**config.mk**
```make
export PLATFORM = sky130hd
export DESIGN_NAME = uart_tx_buffered_flat
export DESIGN_NICKNAME = d
export VERILOG_FILES = /design/src/rtl/uart_tx_buffered_if.sv /design/src/rtl/uart_tx_buffered.sv /design/src/flat_wrapper.sv
export SDC_FILE = /design/constraint.sdc
export NUM_CORES = 1
export LEC_CHECK = 0
export ABC_AREA = 1
export CORE_ASPECT_RATIO = 0.6
export CORE_UTILIZATION = 63
export DETAILED_ROUTE_END_ITERATION = 7
export GPL_TIMING_DRIVEN = 1
export PLACE_DENSITY = 0.8
export SYNTH_ARGS = -nofsm -noshare
export SYNTH_HDL_FRONTEND = slang
export SYNTH_SLANG_ARGS = --single-unit
export TNS_END_PERCENT = 5
```
**constraint.sdc**
```tcl
create_clock -name clk -period 3.5 [get_ports clk]
set_clock_uncertainty 0.05 [all_clocks]
set_input_delay 0.35 -clock clk [delete_from_list [all_inputs] [get_ports clk]]
set_output_delay 0.35 -clock clk [all_outputs]
set_load 0.05 [all_outputs]
```
**src/rtl/uart_tx_buffered_if.sv**
```systemverilog
// Write-side handshake of the buffered UART transmitter: a producer pushes bytes
// with valid/ready, and the transmitter reports whether its FIFO has room.
interface uart_tx_buffered_if #(
  parameter int WIDTH = 8
);
  logic [WIDTH-1:0] i_TX_Data;
  logic             i_TX_Valid;
  logic             o_TX_Ready;

  modport master (
    output i_TX_Data,
    output i_TX_Valid,
    input  o_TX_Ready
  );

  modport slave (
    input  i_TX_Data,
    input  i_TX_Valid,
    output o_TX_Ready
  );
endinterface

```
**src/rtl/uart_tx_buffered.sv**
```systemverilog
// Buffered 8N1 UART transmitter: bytes queue in a DEPTH-entry FIFO and are sent
// LSB-first, back-to-back, with one idle bit-less cycle between queued frames.
module uart_tx_buffered #(
  parameter int FPGA_clk_freq = 50000000,
  parameter int baudrate      = 115200,
  parameter int WIDTH         = 8,
  parameter int DEPTH         = 4
) (
  input  logic                     clk,
  input  logic                     rst,
  uart_tx_buffered_if.slave        tx,
  output logic [$clog2(DEPTH):0]   o_FIFO_Count,
  output logic                     o_TX_Serial,
  output logic                     o_TX_Active,
  output logic                     o_TX_Done
);

  localparam int CLKS_PER_BIT = FPGA_clk_freq / baudrate;
  localparam int CNT_W        = (CLKS_PER_BIT > 1) ? $clog2(CLKS_PER_BIT) : 1;
  localparam int IDX_W        = (WIDTH > 1) ? $clog2(WIDTH) : 1;
  localparam int PTR_W        = (DEPTH > 1) ? $clog2(DEPTH) : 1;
  localparam int COUNT_W      = $clog2(DEPTH) + 1;

  localparam logic [CNT_W-1:0]   BAUD_LAST  = CNT_W'(CLKS_PER_BIT - 1);
  localparam logic [IDX_W-1:0]   BIT_LAST   = IDX_W'(WIDTH - 1);
  localparam logic [COUNT_W-1:0] FULL_COUNT = COUNT_W'(DEPTH);

  typedef enum logic [1:0] {
    S_IDLE,
    S_START,
    S_DATA,
    S_STOP
  } state_t;

  state_t             state;
  logic [CNT_W-1:0]   baud_cnt;
  logic [IDX_W-1:0]   bit_idx;
  logic [WIDTH-1:0]   shift_reg;

  logic [WIDTH-1:0]   mem [DEPTH];
  logic [PTR_W-1:0]   wr_ptr;
  logic [PTR_W-1:0]   rd_ptr;

  logic               push;
  logic               pop;
  logic               baud_last;

  // Ready is derived from the registered count, so a push while full is simply
  // never accepted, even if the FSM pops in that same cycle.
  assign tx.o_TX_Ready = (o_FIFO_Count != FULL_COUNT);
  assign push          = tx.i_TX_Valid && tx.o_TX_Ready;
  assign pop           = (state == S_IDLE) && (o_FIFO_Count != '0);
  assign baud_last     = (baud_cnt == BAUD_LAST);

  // NOTE: storage has no reset; occupancy is tracked by the pointers and count,
  // so clearing the array would only cost reset fan-out with no functional gain.
  always_ff @(posedge clk) begin
    if (push) begin
      mem[wr_ptr] <= tx.i_TX_Data;
    end
  end

  // NOTE: every clocked block uses non-blocking assignments so all registers
  // update from the same pre-edge values regardless of statement order.
  always_ff @(posedge clk or negedge rst) begin
    if (!rst) begin
      wr_ptr       <= '0;
      rd_ptr       <= '0;
      o_FIFO_Count <= '0;
    end else begin
      if (push) begin
        wr_ptr <= wr_ptr + PTR_W'(1);
      end
      if (pop) begin
        rd_ptr <= rd_ptr + PTR_W'(1);
      end
      unique case ({push, pop})
        2'b10:   o_FIFO_Count <= o_FIFO_Count + COUNT_W'(1);
        2'b01:   o_FIFO_Count <= o_FIFO_Count - COUNT_W'(1);
        default: o_FIFO_Count <= o_FIFO_Count;
      endcase
    end
  end

  // Line outputs are registered from the current state, so the line trails the
  // state by one cycle; Done is aligned to the last stop-bit cycle on the line.
  always_ff @(posedge clk or negedge rst) begin
    if (!rst) begin
      state       <= S_IDLE;
      baud_cnt    <= '0;
      bit_idx     <= '0;
      shift_reg   <= '0;
      o_TX_Serial <= 1'b1;
      o_TX_Active <= 1'b0;
      o_TX_Done   <= 1'b0;
    end else begin
      o_TX_Done <= 1'b0;
      unique case (state)
        S_IDLE: begin
          o_TX_Serial <= 1'b1;
          o_TX_Active <= 1'b0;
          baud_cnt    <= '0;
          bit_idx     <= '0;
          if (pop) begin
            shift_reg <= mem[rd_ptr];
            state     <= S_START;
          end
        end

        S_START: begin
          o_TX_Serial <= 1'b0;
          o_TX_Active <= 1'b1;
          if (baud_last) begin
            baud_cnt <= '0;
            state    <= S_DATA;
          end else begin
            baud_cnt <= baud_cnt + CNT_W'(1);
          end
        end

        S_DATA: begin
          o_TX_Serial <= shift_reg[bit_idx];
          o_TX_Active <= 1'b1;
          if (baud_last) begin
            baud_cnt <= '0;
            if (bit_idx == BIT_LAST) begin
              bit_idx <= '0;
              state   <= S_STOP;
            end else begin
              bit_idx <= bit_idx + IDX_W'(1);
            end
          end else begin
            baud_cnt <= baud_cnt + CNT_W'(1);
          end
        end

        S_STOP: begin
          o_TX_Serial <= 1'b1;
          o_TX_Active <= 1'b1;
          if (baud_last) begin
            baud_cnt  <= '0;
            o_TX_Done <= 1'b1;
            state     <= S_IDLE;
          end else begin
            baud_cnt <= baud_cnt + CNT_W'(1);
          end
        end

        default: begin
          state <= S_IDLE;
        end
      endcase
    end
  end

endmodule

```
**src/flat_wrapper.sv**
```systemverilog
// flat-port wrapper written by rule: the top's interface ports become plain ports
module uart_tx_buffered_flat 
#(
  parameter int FPGA_clk_freq = 50000000,
  parameter int baudrate      = 115200,
  parameter int WIDTH         = 8,
  parameter int DEPTH         = 4
)
  (clk, rst, o_FIFO_Count, o_TX_Serial, o_TX_Active, o_TX_Done, tx_i_TX_Data, tx_i_TX_Valid, tx_o_TX_Ready);
  uart_tx_buffered_if #(.WIDTH(WIDTH)) tx_i ();
  input  logic clk;
  input  logic rst;
  output logic [$clog2(DEPTH):0] o_FIFO_Count;
  output logic o_TX_Serial;
  output logic o_TX_Active;
  output logic o_TX_Done;
  input wire logic [$bits(tx_i.i_TX_Data)-1:0] tx_i_TX_Data;
  input wire logic [$bits(tx_i.i_TX_Valid)-1:0] tx_i_TX_Valid;
  output wire logic [$bits(tx_i.o_TX_Ready)-1:0] tx_o_TX_Ready;
  assign tx_i.i_TX_Data = tx_i_TX_Data;
  assign tx_i.i_TX_Valid = tx_i_TX_Valid;
  assign tx_o_TX_Ready = tx_i.o_TX_Ready;
  uart_tx_buffered #(.FPGA_clk_freq(FPGA_clk_freq), .baudrate(baudrate), .WIDTH(WIDTH), .DEPTH(DEPTH)) u_core (.clk(clk), .rst(rst), .tx(tx_i), .o_FIFO_Count(o_FIFO_Count), .o_TX_Serial(o_TX_Serial), .o_TX_Active(o_TX_Active), .o_TX_Done(o_TX_Done));
endmodule
```
==> metrics.yaml, run 1 <==
finish:
  regArea_sq_mm: 0.00176
  drive_above_1_share: 0.101
  fin_cells: 366
  multi_input_area_sq_um: 947
  fill_cells: 273
  syn2layout_area_growth_pct: 14.0
  nNetsFinal: 327
  n_antenna_cell: 0
  largest_register_ff_count: 32
  final_cell_area_sq_mm: 0.00329
placed_design:
  port_buffers: 17
  dpl_worst_slack_ns: 1.23
  dp_cells: 350
  placed_cell_area_sq_mm: 0.00310
  dp_hpwl_mm: 3.52
  routabilityCongestion: 0.787
worst_setup_path:
  endpoint_kind: "flip-flop"
  critical-path-slowest-cell: "dfrtp_1"
  path_max_fanout: 18
  path_buf_inv: 3
  worstSetupStartpoint: "u_core.state[0]"
  worstPathArrival_ns: 2.56
  critPathRequiredTime_ns: 3.66
  crit_family: "adder cells"
  r2r_cells: 10
  crit_end: "u_core.o_FIFO_Count[2]"
  rr_endpoint: "u_core.o_FIFO_Count[2]"
  start_kind: "flip-flop"
  criticalPathCategory: "reg2reg"
  worstReg2RegStart: "u_core.state[0]"
  cp_cell_sequence: "inv_1 > ha_1 > nand2_1 > inv_2 > ha_1 > inv_1 > fa_1 > a21oi_1 > o21ai_0 > xor2_1"
  cp.depth: 10
  max_stage_delay_ns: 0.41
  r2r_slack_ns: 1.10
timing:
  setup-violations-final: 0
  relSlewSlack: 0.519
  timing.hold.ws_ns: 0.359
  setup_ws_ns: 1.10
  hold_viol: 0
  finalMaxSlewViolations: 0
  period_share: 0.687
  rsz0062_at_grt: "no"
  max_freq_ghz: 0.416
  tightest_slew_ns: 0.719
  fin_crit_ns: 2.40
  tns_ns: 0
logic_synthesis:
  synth_seq_area_share: 0.611
  synth_warnings: 0
  synth_nets: 304
  syn_area_sq_mm: 0.00289
  syn_inst: 278
  ys_ff_latch: 64
  synth_cell_types: 27
  avgSynthCellArea_sq_um: 10.4
die:
  die_x_um: 89.4
  die_area_sq_mm: 0.00487
  initial_core_util: 0.678
  io_pins: 18
  coreArea_sq_mm: 0.00426
  die_h_um: 54.4
  fp-row-count: 18
route:
  drt_iter0_markers: 150
  ant_nets: 0
  drc: 0
  num_vias: 1853
  wl_mm: 4.99
  avgRoutedWirePerCell_um: 13.6
  drt_first_pass_iters: 4
  via_per_inst: 5.06
cts:
  ctsRootBufferMaster: "clkbuf_8"
  cts_tree: "built"
  clk_latency_ns: 0.33
  path_clk_slew_ns: 0.07
  holdBufCountCts: 0
  cts_resized: 0
  clock_path_buffers: 2
  cts_sinks: 64
  cts_setup_buffers: 0
  cts_buffers: 9
  htreeDepth: 3
run:
  maxCapViolCount: 0
grt:
  grt_pass1_wl_mm: 7.96
  track_usage: 0.239
  grt_pass1_vias: 1682
  antenna_found_initial: 0
  grt_overflow_total: 0
  grt_max_degree: 33
power_and_ir_drop:
  p_per_area_mw_per_mm2: 574
  cellLeakagePower_nw: 1.35
  ir_drop_uv: 702
run_status:
  status: "complete, no violations"
hold_path:
  min_path_type: "in2async"
## cell usage after synthesis, drive strengths merged
| cell | instances | area (sq um) |
|---|---|---|
| fa | 1 | 20.0 |
| inv | 36 | 135 |
| xnor2 | 2 | 17.5 |
| nor2 | 44 | 168 |
| nor3b | 1 | 7.51 |
| a21oi | 5 | 25.0 |
| nand3b | 1 | 7.51 |
| edfxtp | 32 | 961 |
| xor2 | 4 | 35.0 |
| nand3 | 17 | 90.1 |
| buf | 6 | 37.5 |
| nand2 | 37 | 151 |
| o21ai | 40 | 204 |
| nor3 | 5 | 46.3 |
| ha | 14 | 175 |
| clkinv | 1 | 3.75 |
| dfrtp | 31 | 776 |
| dfstp | 1 | 26.3 |
## where the power goes
part	internal (W)	switching (W)	total, W
Combinational	0.000107	0.000232	0.000340
Sequential	0.000904	0.0000395	0.000944
Clock	0.000345	0.000261	0.000606
Total	0.00136	0.000533	0.00189
## worst register-to-register path, delay by kind of cell, from the launching register on
family / cells / cell delay, ns
flops: 1 / 0.41
fa+ha+maj: 3 / 0.81
compound gates: 2 / 0.32
buf+inv: 3 / 0.44
xor+xnor: 1 / 0.16
simple gates: 1 / 0.10
## metrics by stage
step | utilization | total power [W]
2_1_floorplan | - | 0.00118
3_3_place_gp | 0.729 | 0.00129
3_5_place_dp | 0.729 | 0.00130
4_1_cts | 0.773 | 0.00190
5_1_grt | 0.773 | 0.00198
6_report | 0.773 | 0.00189
## worst min-delay path by stage
stage | start | endpoint | cells after the start
6_report | rst | u_core.shift_reg[0] | 2
5_1_grt | rst | u_core.bit_idx[1] | 2
4_1_cts | rst | u_core.shift_reg[0] | 2
3_5_place_dp | u_core.baud_cnt[0] | u_core.baud_cnt[0] | 1
3_3_place_gp | u_core.o_FIFO_Count[1] | u_core.o_FIFO_Count[1] | 2
2_1_floorplan | rst | u_core.baud_cnt[0] | 0
## cells in the final DEF, fill, tap and decap left out, types with 2 or more instances in the layout
cell type,instances
a21oi_1,5
nand3_1,16
clkbuf_8,10
xnor2_1,2
inv_2,4
clkbuf_1,2
xor2_1,4
clkinv_2,3
ha_1,14
edfxtp_1,32
inv_1,32
nand2_1,32
nor2_1,43
clkdlybuf4s50_1,17
dfrtp_1,31
nor3_2,2
o21ai_1,7
nor3_1,2
nand2_2,5
o21ai_0,32
## final cells by class
type / instances / share of cell area
Sequential cell: 64 / 0.536
Timing Repair Buffer: 18 / 0.0540
Clock inverter: 4 / 0.0137
Inverter: 37 / 0.0422
Clock buffer: 12 / 0.0441
Tap cell: 60 / 0.0228
Multi-Input combinational cell: 171 / 0.288
## layer usage
metal / vias up / part of all wire / track usage / wire (um)
met4: 0 / 0.011 / 0.0899 / 56
met2: 54 / 0.40 / 0.312 / 1980
met1: 839 / 0.53 / 0.362 / 2650
met3: 6 / 0.061 / 0.0860 / 302
met5: - / 0 / 0 / 0
li1: 954 / - / - / -
## kinds of logic after synthesis
kind of cell / count (synthesis) / synth area share
buf+inv: 43 / 0.0611
flops: 64 / 0.611
compound gates: 45 / 0.0793
fa+ha+maj: 15 / 0.0676
xor+xnor: 6 / 0.0182
simple gates: 105 / 0.163
Power figures use the tool's default switching activity.
==> inputs of run 2 (changes only) <==
--- a/config.mk
+++ b/config.mk
@@ -7,10 +7,10 @@
 export LEC_CHECK = 0
 export ABC_AREA = 1
 export CORE_ASPECT_RATIO = 0.6
-export CORE_UTILIZATION = 63
+export CORE_UTILIZATION = 58
 export DETAILED_ROUTE_END_ITERATION = 7
 export GPL_TIMING_DRIVEN = 1
-export PLACE_DENSITY = 0.8
+export PLACE_DENSITY = 0.74
 export SYNTH_ARGS = -nofsm -noshare
 export SYNTH_HDL_FRONTEND = slang
 export SYNTH_SLANG_ARGS = --single-unit
==> constraint.sdc (replaced) <==
create_clock -name clk -period 2.25 [get_ports clk]
set_clock_uncertainty 0.05 [all_clocks]
set_input_delay 0.225 -clock clk [delete_from_list [all_inputs] [get_ports clk]]
set_output_delay 0.225 -clock clk [all_outputs]
set_load 0.05 [all_outputs]
==> metrics.yaml, run 2 (synthesis gave the netlist of run 1 again) <==
run_status:
  status: "complete, no violations"
grt:
  track_usage: 0.232
  grt_max_degree: 33
  antenna_found_initial: 0
  grt_pass1_vias: 1801
  grt_pass1_wl_mm: 8.85
  grt_overflow_total: 0
placed_design:
  port_buffers: 17
  dp_hpwl_mm: 3.67
  dpl_worst_slack_ns: 0.194
  routabilityCongestion: 0.761
route:
  drc: 0
  wl_mm: 5.13
  avgRoutedWirePerCell_um: 13.7
  ant_nets: 0
  via_per_inst: 5.02
  drt_first_pass_iters: 4
  num_vias: 1883
  drt_iter0_markers: 83
timing:
  max_freq_ghz: 0.486
  fin_crit_ns: 2.06
  setup-violations-final: 0
  finalMaxSlewViolations: 0
  period_share: 0.915
  relSlewSlack: 0.652
  timing.hold.ws_ns: 0.233
  setup_ws_ns: 0.191
  rsz0062_at_grt: "no"
  tightest_slew_ns: 0.520
  tns_ns: 0
  hold_viol: 0
cts:
  clock_path_buffers: 2
  cts_tree: "built"
  ctsRootBufferMaster: "clkbuf_8"
  cts_sinks: 64
  cts_resized: 0
  htreeDepth: 3
  holdBufCountCts: 0
  cts_buffers: 9
  clk_latency_ns: 0.33
  path_clk_slew_ns: 0.07
  cts_setup_buffers: 0
worst_setup_path:
  path_buf_inv: 3
  endpoint_kind: "flip-flop"
  r2r_cells: 10
  worstPathArrival_ns: 2.22
  criticalPathCategory: "reg2reg"
  crit_family: "adder cells"
  cpMostUsedCell: "inv_1"
  r2r_slack_ns: 0.19
  start_kind: "flip-flop"
  cp_cell_sequence: "inv_1 > ha_2 > nand2_1 > inv_2 > ha_1 > inv_1 > fa_1 > a21oi_1 > o21ai_0 > xor2_1"
  critPathRequiredTime_ns: 2.41
  max_stage_delay_ns: 0.42
  critical-path-slowest-cell: "dfrtp_1"
  rr_endpoint: "u_core.o_FIFO_Count[2]"
  worstReg2RegStart: "u_core.state[0]"
  path_max_fanout: 4
die:
  initial_core_util: 0.616
  io_pins: 18
  coreArea_sq_mm: 0.00468
  die_x_um: 93.1
  die_h_um: 56.6
  die_area_sq_mm: 0.00527
  fp-row-count: 19
finish:
  layout_commonest_cell: "nor2_1"
  layout_common_cells: "nor2_1, inv_1, o21ai_0, edfxtp_1, nand2_1"
  fill_cells: 351
  drive_above_1_share: 0.141
  n_antenna_cell: 0
  nNetsFinal: 333
  largest_register_ff_count: 32
  syn2layout_area_growth_pct: 16.3
  regArea_sq_mm: 0.00177
  multi_input_area_sq_um: 965
power_and_ir_drop:
  cellLeakagePower_nw: 1.38
  ir_drop_uv: 924
  p_per_area_mw_per_mm2: 886
run:
  maxCapViolCount: 0
hold_path:
  min_path_type: "in2async"
==> run 2: changes by cell type in the layout (fill, tap and decap cells not counted), sizes merged <==
cell | previous run | this run
buf | 1 | 7
clkbuf | 12 | 9
clkinv | 4 | 7
==> run 2: worst reg2reg max path, cell delays in order, from the launching register on <==
cell	delay [ns]
dfrtp_1	0.42
inv_1	0.13
ha_2	0.22
nand2_1	0.08
inv_2	0.06
ha_1	0.14
inv_1	0.07
fa_1	0.37
a21oi_1	0.14
o21ai_0	0.11
xor2_1	0.15
==> run 2: worst max path at each step <==
stage / startpoint / to / cells past startpoint
global route: u_core.state[0] / u_core.o_FIFO_Count[2] / 10
floorplan: u_core.o_FIFO_Count[1] / u_core.o_FIFO_Count[2] / 11
finish: u_core.state[0] / u_core.o_FIFO_Count[2] / 10
detailed placement: u_core.state[0] / u_core.o_FIFO_Count[2] / 10
CTS: u_core.state[0] / u_core.o_FIFO_Count[2] / 10
global placement: u_core.state[0] / u_core.o_FIFO_Count[2] / 10
==> run 2: routing by layer <==
metal	GRT usage	share of wire
met5	0	0
met4	0.0637	0.0060
met3	0.0976	0.070
met2	0.296	0.39
met1	0.359	0.53
==> run 2: per-stage QoR <==
| stage | instance area [sq um] | utilization | cells | total power (W) |
|---|---|---|---|---|
| after floorplan | 2910 | - | 278 | 0.00186 |
| after global placement | 3170 | 0.677 | 359 | 0.00207 |
| after detailed placement | 3170 | 0.677 | 359 | 0.00208 |
| after CTS | 3360 | 0.717 | 375 | 0.00300 |
| after global routing | 3360 | 0.717 | 375 | 0.00312 |
| final | 3360 | 0.717 | 375 | 0.00297 |
==> run 2: area by class of cell <==
cell class,count,area share
clock inverters,7,0.0186
repair buffers,24,0.0663
clock buffers,9,0.0369
flip-flops and latches,64,0.526
multi-input cells,171,0.287
inverters,37,0.0414
well taps,63,0.0235
==> run 2: report_power, final <==
group | switching (W) | total (W) | internal (W)
sequential | 0.0000646 | 0.00147 | 0.00141
clock | 0.000420 | 0.000921 | 0.000501
combinational | 0.000381 | 0.000579 | 0.000198
==> inputs of run 3 (changes only) <==
--- a/config.mk
+++ b/config.mk
@@ -9,7 +9,7 @@
 export CORE_ASPECT_RATIO = 0.6
 export CORE_UTILIZATION = 58
 export DETAILED_ROUTE_END_ITERATION = 7
-export GPL_TIMING_DRIVEN = 1
+export GPL_TIMING_DRIVEN = 0
 export PLACE_DENSITY = 0.74
 export SYNTH_ARGS = -nofsm -noshare
 export SYNTH_HDL_FRONTEND = slang
==> metrics.yaml, run 3 (synthesis gave the netlist of run 1 again) <==
power_and_ir_drop:
  p_switching_w: 0.000915
  ir_drop_uv: 708
  p_clk_frac: 0.303
  switching_share: 0.312
  cellLeakagePower_nw: 1.39
  p_per_area_mw_per_mm2: 863
  seqPwrFrac: 0.506
  totalPowerFinal_w: 0.00293
  combPwrFrac: 0.191
  internal_power_w: 0.00202
cts:
  clock_path_buffers: 2
  path_clk_slew_ns: 0.07
  htreeDepth: 3
  ctsRootBufferMaster: "clkbuf_8"
  cts_sinks: 64
  cts_tree: "built"
  clk_latency_ns: 0.35
  cts_buffers: 9
grt:
  grt_pass1_vias: 1815
  grt_overflow_total: 0
  grt_max_degree: 33
  grt_pass1_wl_mm: 9.08
  track_usage: 0.240
  antenna_found_initial: 0
timing:
  hold_viol: 0
  fin_crit_ns: 2.08
  relSlewSlack: 0.482
  period_share: 0.924
  max_freq_ghz: 0.481
  setup-violations-final: 0
  tightest_slew_ns: 0.774
  tns_ns: 0
  rsz0062_at_grt: "no"
  timing.hold.ws_ns: 0.410
  finalMaxSlewViolations: 0
route:
  via_per_inst: 5.17
  ant_nets: 0
  avgRoutedWirePerCell_um: 14.3
  wl_mm: 5.42
  drc: 0
  drt_first_pass_iters: 5
  drt_iter0_markers: 146
  num_vias: 1963
die:
  coreArea_sq_mm: 0.00468
  die_x_um: 93.1
  initial_core_util: 0.616
  die_area_sq_mm: 0.00527
  fp-row-count: 19
  die_h_um: 56.6
  io_pins: 18
finish:
  regArea_sq_mm: 0.00177
  layout_commonest_cell: "nor2_1"
  drive_above_1_share: 0.170
  fin_cells: 380
  final_cell_area_sq_mm: 0.00340
  syn2layout_area_growth_pct: 17.8
  fill_cells: 345
  layout_common_cells: "nor2_1, edfxtp_1, nand2_1, o21ai_0, inv_1"
  nNetsFinal: 338
  multi_input_area_sq_um: 982
  n_antenna_cell: 0
  largest_register_ff_count: 32
worst_setup_path:
  path_max_fanout: 10
  r2r_cells: 11
  rr_endpoint: "u_core.o_FIFO_Count[2]"
  crit_end: "u_core.o_FIFO_Count[2]"
  criticalPathCategory: "reg2reg"
  worstReg2RegStart: "u_core.state[0]"
  start_kind: "flip-flop"
  worstSetupStartpoint: "u_core.state[0]"
  endpoint_kind: "flip-flop"
  r2r_slack_ns: 0.17
  critPathRequiredTime_ns: 2.42
  worstPathArrival_ns: 2.25
placed_design:
  dp_hpwl_mm: 3.77
  routabilityCongestion: 0.804
  port_buffers: 17
  dp_cells: 358
  placed_cell_area_sq_mm: 0.00315
hold_path:
  min_path_type: "in2async"
run:
  maxCapViolCount: 0
run_status:
  status: "complete, no violations"
==> run 3: timing repair <==
action,in CTS,in global routing
buffers inserted,1,4
setup endpoints to repair,1,1
pin swaps,0,0
endpoints found under the hold margin,31,0
gates cloned,0,0
gates resized for setup,0,7
hold buffers,1,0
==> run 3: how the worst min path moves through the flow <==
stage / end / cells after the start / start
finish: u_core.state[0] / 2 / rst
CTS: u_core.o_TX_Done / 2 / rst
global placement: u_core.o_FIFO_Count[0] / 1 / u_core.o_FIFO_Count[0]
global route: u_core.mem[2][2] / 1 / tx_i_TX_Data[2]
detailed placement: u_core.o_TX_Done / 1 / rst
floorplan: u_core.baud_cnt[0] / 0 / rst
==> run 3: cell type report <==
type / instances / area share
buffer: 6 / 0.0110
clock buffer: 10 / 0.0405
clock inverter: 6 / 0.0132
inverter: 37 / 0.0409
multi-input combinational: 171 / 0.289
sequential: 64 / 0.520
tap: 63 / 0.0232
timing repair buffer: 23 / 0.0626
==> run 3: power by group through the flow <==
stage | Clock [W] | Sequential, W | Combinational (W)
6_report | 0.000889 | 0.00148 | 0.000561
5_1_grt | 0.000958 | 0.00150 | 0.000625
4_1_cts | 0.000908 | 0.00148 | 0.000557
3_5_place_dp | 0 | 0.00150 | 0.000550
3_3_place_gp | 0 | 0.00150 | 0.000538
2_1_floorplan | 0 | 0.00158 | 0.000276
==> run 3: through the flow <==
step	utilization	setup slack [ns]
CTS	0.715	0.0211
floorplan	-	0.0477
global placement	0.674	-0.0768
finish	0.726	0.170
detailed placement	0.672	-0.0644
global route	0.726	0.0176
==> run 3: per-layer routing <==
metal | share of wire | GRT usage | wire [um] | up-vias
met5 | 0 | 0 | 0 | -
met4 | 0.010 | 0.0659 | 54 | 0
met3 | 0.061 | 0.100 | 332 | 6
met2 | 0.42 | 0.298 | 2250 | 54
met1 | 0.51 | 0.378 | 2780 | 922
li1 | - | - | - | 981
==> run 3: critical path: stages, from the launching register on <==
cell     delay [ns]
dfrtp_1        0.42
inv_2          0.11
ha_4           0.14
nand2_1        0.08
inv_2          0.07
buf_4          0.16
ha_1           0.15
inv_1          0.06
fa_2           0.34
a21oi_1        0.14
o21ai_1        0.09
xor2_1         0.15
